**src/rtl/decim_pkg.sv**
```systemverilog
// Shared types and constants for the decimation run controller.
package decim_pkg;

    typedef enum logic [1:0] {
        IDLE,
        SETTLE,
        RUN,
        DRAIN
    } state_t;

    localparam int unsigned MIN_RATIO = 2;

endpackage

```
**src/rtl/decim_frame_counter.sv**
```systemverilog
// Frame position counter: counts 1..ratio while running, flags the dump
// cycle and opens the accumulate window for the leading WINDOW counts.
module decim_frame_counter
    import decim_pkg::*;
#(
    parameter int unsigned ACCUMULATIONS_WIDTH = 16,
    parameter int unsigned WINDOW              = 8
) (
    input  logic                           clk,
    input  logic                           reset,
    input  state_t                         state,
    input  logic                           load,
    input  logic [ACCUMULATIONS_WIDTH-1:0] ratio,
    output logic                           dump,
    output logic                           acc_en
);

    localparam int unsigned AW = ACCUMULATIONS_WIDTH;
    localparam logic [AW-1:0] WIN = AW'(WINDOW);

    logic [AW-1:0] count;
    logic          running;

    always_comb begin
        running = (state != IDLE);
        dump    = running && (count == ratio);
        acc_en  = running && (count <= WIN);
    end

    always_ff @(posedge clk or negedge reset) begin
        if (!reset) begin
            count <= '0;
        end else if (load) begin
            count <= AW'(1);
        end else if (running) begin
            count <= dump ? AW'(1) : count + AW'(1);
        end else begin
            count <= '0;
        end
    end

endmodule

```
**src/rtl/decim_sequencer.sv**
```systemverilog
// Run controller for one decimation channel: ratio shadow, settle discard,
// accumulate window/dump strobes and a valid/ready sample register.
// Optional frame index output enabled by DECIM_SEQ_FRAME_IDX_EN.
module decim_sequencer
    import decim_pkg::*;
#(
    parameter int unsigned ACCUMULATIONS_WIDTH = 16,
    parameter int unsigned DATA_WIDTH          = 24,
    parameter int unsigned WINDOW              = 8,
    parameter int unsigned SETTLE_DUMPS        = 2
) (
    input  logic                           clk,
    input  logic                           reset,
    input  logic [ACCUMULATIONS_WIDTH-1:0] cfg_ratio,
    input  logic                           start,
    input  logic                           stop,
    input  logic [DATA_WIDTH-1:0]          acc_data,
    output logic                           acc_en,
    output logic                           acc_clr,
    output logic [DATA_WIDTH-1:0]          out_data,
    output logic                           out_valid,
    input  logic                           out_ready,
    output logic                           busy,
    output logic                           cfg_err,
    output logic                           overrun
`ifdef DECIM_SEQ_FRAME_IDX_EN
    ,
    output logic [31:0]                    out_idx
`endif
);

    localparam int unsigned AW = ACCUMULATIONS_WIDTH;
    localparam int unsigned SW = $clog2(SETTLE_DUMPS + 2);
    localparam logic [AW-1:0] MIN_R = AW'(MIN_RATIO);
    localparam logic [SW-1:0] SETTLE_LAST = SW'(SETTLE_DUMPS - 1);

    state_t        state, state_next;
    logic [AW-1:0] ratio_q;
    logic [SW-1:0] settle_cnt;
    logic          drain_from_run;
    logic          dump;
    logic          start_ok, start_bad, settle_done, emit, handshake;

    decim_frame_counter #(
        .ACCUMULATIONS_WIDTH(AW),
        .WINDOW             (WINDOW)
    ) u_frame_counter (
        .clk   (clk),
        .reset (reset),
        .state (state),
        .load  (start_ok),
        .ratio (ratio_q),
        .dump  (dump),
        .acc_en(acc_en)
    );

    always_comb begin
        start_ok    = (state == IDLE) && start && (cfg_ratio >= MIN_R);
        start_bad   = (state == IDLE) && start && (cfg_ratio < MIN_R);
        settle_done = dump && (settle_cnt == SETTLE_LAST);
        // DRAIN only emits when the run had already left SETTLE
        emit        = dump && ((state == RUN) || ((state == DRAIN) && drain_from_run));
        handshake   = out_valid && out_ready;
        acc_clr     = dump;
        busy        = (state != IDLE);
    end

    always_comb begin
        state_next = state;
        case (state)
            IDLE: begin
                if (start_ok) state_next = (SETTLE_DUMPS == 0) ? RUN : SETTLE;
            end
            SETTLE: begin
                if (dump && stop)     state_next = IDLE;
                else if (settle_done) state_next = RUN;
                else if (stop)        state_next = DRAIN;
            end
            RUN: begin
                if (dump && stop) state_next = IDLE;
                else if (stop)    state_next = DRAIN;
            end
            DRAIN: begin
                if (dump) state_next = IDLE;
            end
            default: state_next = IDLE;
        endcase
    end

    always_ff @(posedge clk or negedge reset) begin
        if (!reset) begin
            state          <= IDLE;
            ratio_q        <= '0;
            settle_cnt     <= '0;
            drain_from_run <= 1'b0;
            cfg_err        <= 1'b0;
        end else begin
            state <= state_next;
            if (start_ok) begin
                ratio_q    <= cfg_ratio;
                settle_cnt <= '0;
                cfg_err    <= 1'b0;
            end else if (start_bad) begin
                cfg_err <= 1'b1;
            end
            if ((state == SETTLE) && dump) settle_cnt <= settle_cnt + SW'(1);
            if (state_next == DRAIN && state != DRAIN) drain_from_run <= (state == RUN);
        end
    end

`ifdef DECIM_SEQ_FRAME_IDX_EN
    logic [31:0] emit_cnt;
`endif

    always_ff @(posedge clk or negedge reset) begin
        if (!reset) begin
            out_data  <= '0;
            out_valid <= 1'b0;
            overrun   <= 1'b0;
`ifdef DECIM_SEQ_FRAME_IDX_EN
            out_idx   <= '0;
            emit_cnt  <= '0;
`endif
        end else begin
            if (start_ok) begin
                overrun <= 1'b0;
`ifdef DECIM_SEQ_FRAME_IDX_EN
                emit_cnt <= '0;
`endif
            end
            if (emit && (!out_valid || out_ready)) begin
                out_data  <= acc_data;
                out_valid <= 1'b1;
`ifdef DECIM_SEQ_FRAME_IDX_EN
                out_idx   <= emit_cnt;
                emit_cnt  <= emit_cnt + 32'd1;
`endif
            end else if (emit) begin
                overrun <= 1'b1;
            end else if (handshake) begin
                out_valid <= 1'b0;
            end
        end
    end

endmodule

```
**config.mk**
```make
export PLATFORM = sky130hd
export DESIGN_NAME = decim_sequencer
export DESIGN_NICKNAME = d
export VERILOG_FILES = /design/src/rtl/decim_pkg.sv /design/src/rtl/decim_frame_counter.sv /design/src/rtl/decim_sequencer.sv
export SDC_FILE = /design/constraint.sdc
export NUM_CORES = 1
export LEC_CHECK = 0
export CAP_MARGIN = 20
export CELL_PAD_IN_SITES_DETAIL_PLACEMENT = 0
export CELL_PAD_IN_SITES_GLOBAL_PLACEMENT = 1
export CORE_AREA = 2 2 91 93
export CTS_CLUSTER_SIZE = 16
export DETAILED_ROUTE_END_ITERATION = 8
export DIE_AREA = 0 0 93 95
export PLACE_DENSITY = 0.75
export SLEW_MARGIN = 10
export SYNTH_ARGS = -nofsm -noshare
export SYNTH_HDL_FRONTEND = slang
export SYNTH_SLANG_ARGS = --single-unit
```
**constraint.sdc**
```tcl
create_clock -name clk -period 2.3 [get_ports clk]
set_input_delay 0.345 -clock clk [delete_from_list [all_inputs] [get_ports clk]]
set_output_delay 0.345 -clock clk [all_outputs]
set_load 0.1 [all_outputs]
```
Word level (Yosys, flattened, before mapping)
Cells that the tools add are included.
{"block": "totals", "word_cells": 64, "ff_bits": 64, "in_bits": 45}
{"block": "op_classes", "n_eq_ne": 8, "n_lt_le_gt_ge": 3, "n_reduce_logical": 22, "addsub": 2, "mux": 20}
{"operator": "two-way mux 16 bit", "count": 3}
{"operator": "adder 16 x 1 -> 16 bit (second input constant)", "count": 1}
{"operator": "== test 16 bit", "count": 1}
{"operator": ">= comparator 16 x 2 -> 1 bit (second input constant)", "count": 1}
{"operator": "less-or-equal comparator 16 x 4 -> 1 bit (second input constant)", "count": 1}
{"operator": "< comparator 16 x 2 -> 1 bit (second input constant)", "count": 1}
{"operator": "two-way mux 2 bit", "count": 8}
{"operator": "logical AND 1 bit", "count": 13}
{"operator": "two-way mux 1 bit", "count": 8}
{"operator": "case mux 2 bit (4 select lines)", "count": 1}
{"operator": "nonzero test 2 bit", "count": 4}
{"operator": "== test 2 bit (second input constant)", "count": 3}
{"operator": "== test 2 x 1 -> 1 bit (second input constant)", "count": 2}
{"operator": "adder 2 x 1 -> 2 bit (second input constant)", "count": 1}
{"operator": "logical NOT 2 bit", "count": 1}
{"operator": "logical OR 1 bit", "count": 2}
{"operator": "!= test 2 x 1 -> 1 bit (second input constant)", "count": 1}
{"operator": "!= test 2 bit (second input constant)", "count": 1}
{"operator": "AND reduction 2 bit", "count": 1}
{"operator": "logical NOT 1 bit", "count": 1}

Longest topological paths before layout
{"block": "logic_depth", "word_depth": 8, "mapped_depth": 8}

Cells and area by module
A second synthesis with hierarchy kept.
{"block": "unflattened", "hier_cells": 248, "area_unflattened_um2": 3047.9}
{"module": "decim_sequencer", "cells_per_inst": 133, "n_inst": 1, "area_per_inst_um2": 1964.4}
{"module": "decim_frame_counter", "cells_per_inst": 115, "n_inst": 1, "area_per_inst_um2": 1083.5}

Worst setup path before layout
No wires, ideal clock.
{"block": "synth_path", "kind": "register to output", "start": "reg u_frame_counter.count[5]", "end": "out acc_en", "slack_ns": -1.065, "arrival_ns": 3.020, "required_ns": 1.955, "path_buffers": 0, "stages_incl_launch_ff": 3, "cell_sequence": "dfrtp_1 -> or4_1 -> nor3_1"}
{"block": "synth_via", "elab_chain_cells": 2}
{"element": "start, declared", "line": "decim_frame_counter.sv:21", "source": "logic [AW-1:0] count;"}
{"element": "start signal, assigned", "line": "decim_frame_counter.sv:36", "source": "count <= dump ? AW'(1) : count + AW'(1);"}
{"element": "less-or-equal comparator 16 x 4 -> 1 bit", "line": "decim_frame_counter.sv:27", "source": "acc_en = running && (count <= WIN);"}
{"element": "logical AND 1 bit", "line": "decim_frame_counter.sv:27"}
{"element": "end, declared", "line": "decim_sequencer.sv:18", "source": "output logic acc_en,"}
No other way between the ends.

Worst setup path after layout
Ends and elaborated chain as after synthesis.

==> run summary <==
### Synthesis
• 0 — Synth warnings
• 243 — synthesized instance count
• 0.554 — area fraction of the dominant cell type after synthesis
• dfrtp_1 55%, mux2_2 16%, xor2_1 5.5%, xnor2_1 3.6%, nor2_1 2.9% — biggest area contributors in the synthesized netlist
• 291 — syn nets
• dfrtp_1 — most instantiated library cell after synthesis
• 11.9 µm² — mean cell area of the mapped netlist
• dfrtp_1 — cell taking the most area after synthesis
• dfrtp_1 — predominant post-synthesis flop cell
• 0 — Post-synth EDFFs
• 2890 µm² — cell area after synthesis
• 1.00 — share of flip-flops with an asynchronous set or reset
• 64 — total of flip-flops plus latches after synthesis
• 0.554 — sequential-to-total area share from yosys stat
• 27 — synth unique cells
• 64 x dfrtp_1, 40 x mux2_2, 22 x nor2_1 — leading post-synthesis cells by instance count

### Die
• 75 — number of top-level pins
• 33 — Site Rows
• 0.365 — initial standard-cell utilization of the core
• 93 µm — die width
• 95 µm — DIE HEIGHT
• 7930 µm² — core box area
• 8840 µm² — die area

### Worst setup path
• 1.88 ns — Arr. time, crit path
• register to output pin — CP Class
• or4_1 — cell at the slowest stage of the critical path
• 7 — Worst Reg-to-Reg Cells
• 1.96 ns — critical path required time
• 0.56 ns — Largest stage delay, worst path
• output pin — Worst Setup End Kind
• register — kind of launch point of the worst setup path
• buf_4 -> or4_1 -> nor3_4 -> buf_12 — CP Cell Sequence
• 0.27 ns — reg2reg setup slack
• 5 — critical path fanouts, max
• u_frame_counter.count[11] — startpoint of the worst-slack reg-to-reg timing path
• out_data[12] — worst reg2reg endpoint

### Placed design
• 3820 µm² — placed inst area
• 429 — placed instance count
• 74 — number of buffers added on ports
• 0.748 — RD Place Congestion
• 4460 µm — sum of net half-perimeters after detailed placement
• 0.151 ns — post-placement setup slack

### Final layout
• 40.2% — area grow syn2layout
• 384 — nets
• 446 — Final Instance Count excl. Fillers
• 4050 µm² — Finished Cell Area
• 0 — number of antenna repair diodes
• 0.311 — proportion of layout cells with a drive suffix above 1

### STA
• 0.0102 ns — clock skew after layout
• true — unrepaired setup endpoints after global routing
• 0.0719 ns — crit path setup slack, layout
• 2.23 ns — minimum clock period
• 7 — number of hold violations in the final report
• 0.969 — fin crit share
• 0.614 — tightest slew margin relative to the limit
• 0 — pins over their slew limit
• -0.00916 ns — worst-case hold slack
• 0.580 ns — actual slew at the worst max-slew pin
• 449 MHz — top achievable clock speed
• 0 — number of failing setup endpoints in the final timing report

### Clocking
• 0.07 ns — CTS clk-pin slew, worst paths
• 64 — CTS sink cnt
• done — clock tree from TritonCTS
• 9 — number of clock buffers inserted by TritonCTS
• 2 — Bufs on Longest Clock Path
• clkbuf_8 — Root Buffer Master
• 0.34 ns — source-to-sink clock delay at the later pin of the worst-skew pair
• 0 — number of buffers inserted by hold repair at cts
• 3 — deepest level of the CTS H-tree

### Global route
• 2039 — via count of the first global-routing pass
• 9780 µm — global-route wire length before repair
• 0 — number of antenna violations at the first check in global routing
• 0 — final global-route overflow total
• 26 — largest net degree at the start of global routing
• 0.146 — gr usage total

### Detailed routing
• 5940 µm — total wire length
• 4 — number of iterations in the first detailed-routing pass
• 2072 — via count
• 0 — antenna-violating nets left
• 57 — drt first-iter violations
• 4.65 — detail-routed via count per cell
• 0 — DRC violation count after routing
• 13.3 µm — wire length per cell after detailed routing

### Power
• 1.98 nW — static leakage
• 842 nW/µm² — power density relative to cell area
• 3.41 mW — total power of the final layout
• 438 µV — peak ir drop on the vdd network

### Run status
• finished with violations — result of the run
• negative hold slack — failing checks

### Run
• 0 — number of max-cap violations

### Worst hold path
• input pin to async pin — class of the tightest hold or removal check

## kinds of logic (layout without fill, tap and decap cells)
group                    count (synthesis)  after routing  share of synthesized area
XOR/XNOR                                30             30                     0.0909
flip-flops                              64             64                      0.554
AND/OR/NAND/NOR                         74             74                      0.126
buffers and inverters                   20            118                     0.0329
AO/OA/AOI/OAI                           10             10                     0.0203
adder cells (fa/ha/maj)                  3              3                     0.0130
multiplexers                            42             42                      0.163
## through the flow
stage,TNS (ns),utilization
after floorplan,0,-
after global routing,-0.0401,0.511
after CTS,0,0.511
after global placement,0,0.482
final,0,0.511
after detailed placement,0,0.482
## per-layer routing
metal	global-route usage	share of wire
met3	0.0407	0.064
met1	0.184	0.47
met4	0.0772	0.021
met5	0	0
met2	0.231	0.45
## layout by cell type, fill, tap and decap left out, drive strengths merged
cell           instances
and2                   1
nand4                  3
clkdlybuf4s50         43
a21o                   1
mux2                  40
clkbuf                 9
xor2                  18
xnor2                 12
nand3                 10
a2bb2oi                1
and3                   2
o21ai                  4
dfrtp                 64
ha                     3
nand2                 12
or4                    3
nor2                  23
inv                   13
nor3                   7
or3                    2
bufinv                 2
a21oi                  2
nand2b                 2
a31oi                  2
clkinv                 5
nor4                   9
buf                   46
mux2i                  2
## how the worst max path moves through the flow
| stage | from | endpoint | slack [ns] |
|---|---|---|---|
| after CTS | u_frame_counter.count[0] | acc_clr | 0.04 |
| after detailed placement | cfg_ratio[14] | ratio_q[3] | 0.15 |
| after global routing | ratio_q[8] | acc_clr | -0.04 |
| after global placement | cfg_ratio[14] | ratio_q[7] | 0.20 |
| after floorplan | u_frame_counter.count[5] | acc_en | 0.15 |
| final | u_frame_counter.count[5] | acc_en | 0.07 |
## worst max-delay path, delay by kind of cell (launching register included)
kind | cells | cell delay, ns
and+or+nand+nor | 2 | 0.75
DFF | 1 | 0.42
buffers and inverters | 2 | 0.37
## report_power, final
| part | internal (mW) | switching (mW) |
|---|---|---|
| Sequential | 1.27 | 0.132 |
| Combinational | 0.396 | 0.565 |
| Clock | 0.611 | 0.443 |
## area by class of cell
type,count,area [µm²]
Fill cell,743,3870
Sequential cell,64,1600
Multi-Input combinational cell,159,1210
Timing Repair Buffer,89,836
Tap cell,105,131
Clock buffer,9,124
Clock inverter,7,96.3
Inverter,13,48.8
## what timing repair did
action,in CTS,in global routing
pin swaps,2,0
endpoints found under the hold margin,0,0
setup endpoints to repair,2,1
gates resized for setup,0,1
buffers inserted,1,0
## flip-flops by register name (all words and copies together) (netlist names)
signal / cells
out_data: 24
ratio_q: 16
u_frame_counter.count: 16
settle_cnt: 2
state: 2
cfg_err: 1
drain_from_run: 1
out_valid: 1
overrun: 1
No activity file was read; power rests on OpenSTA's default activity.
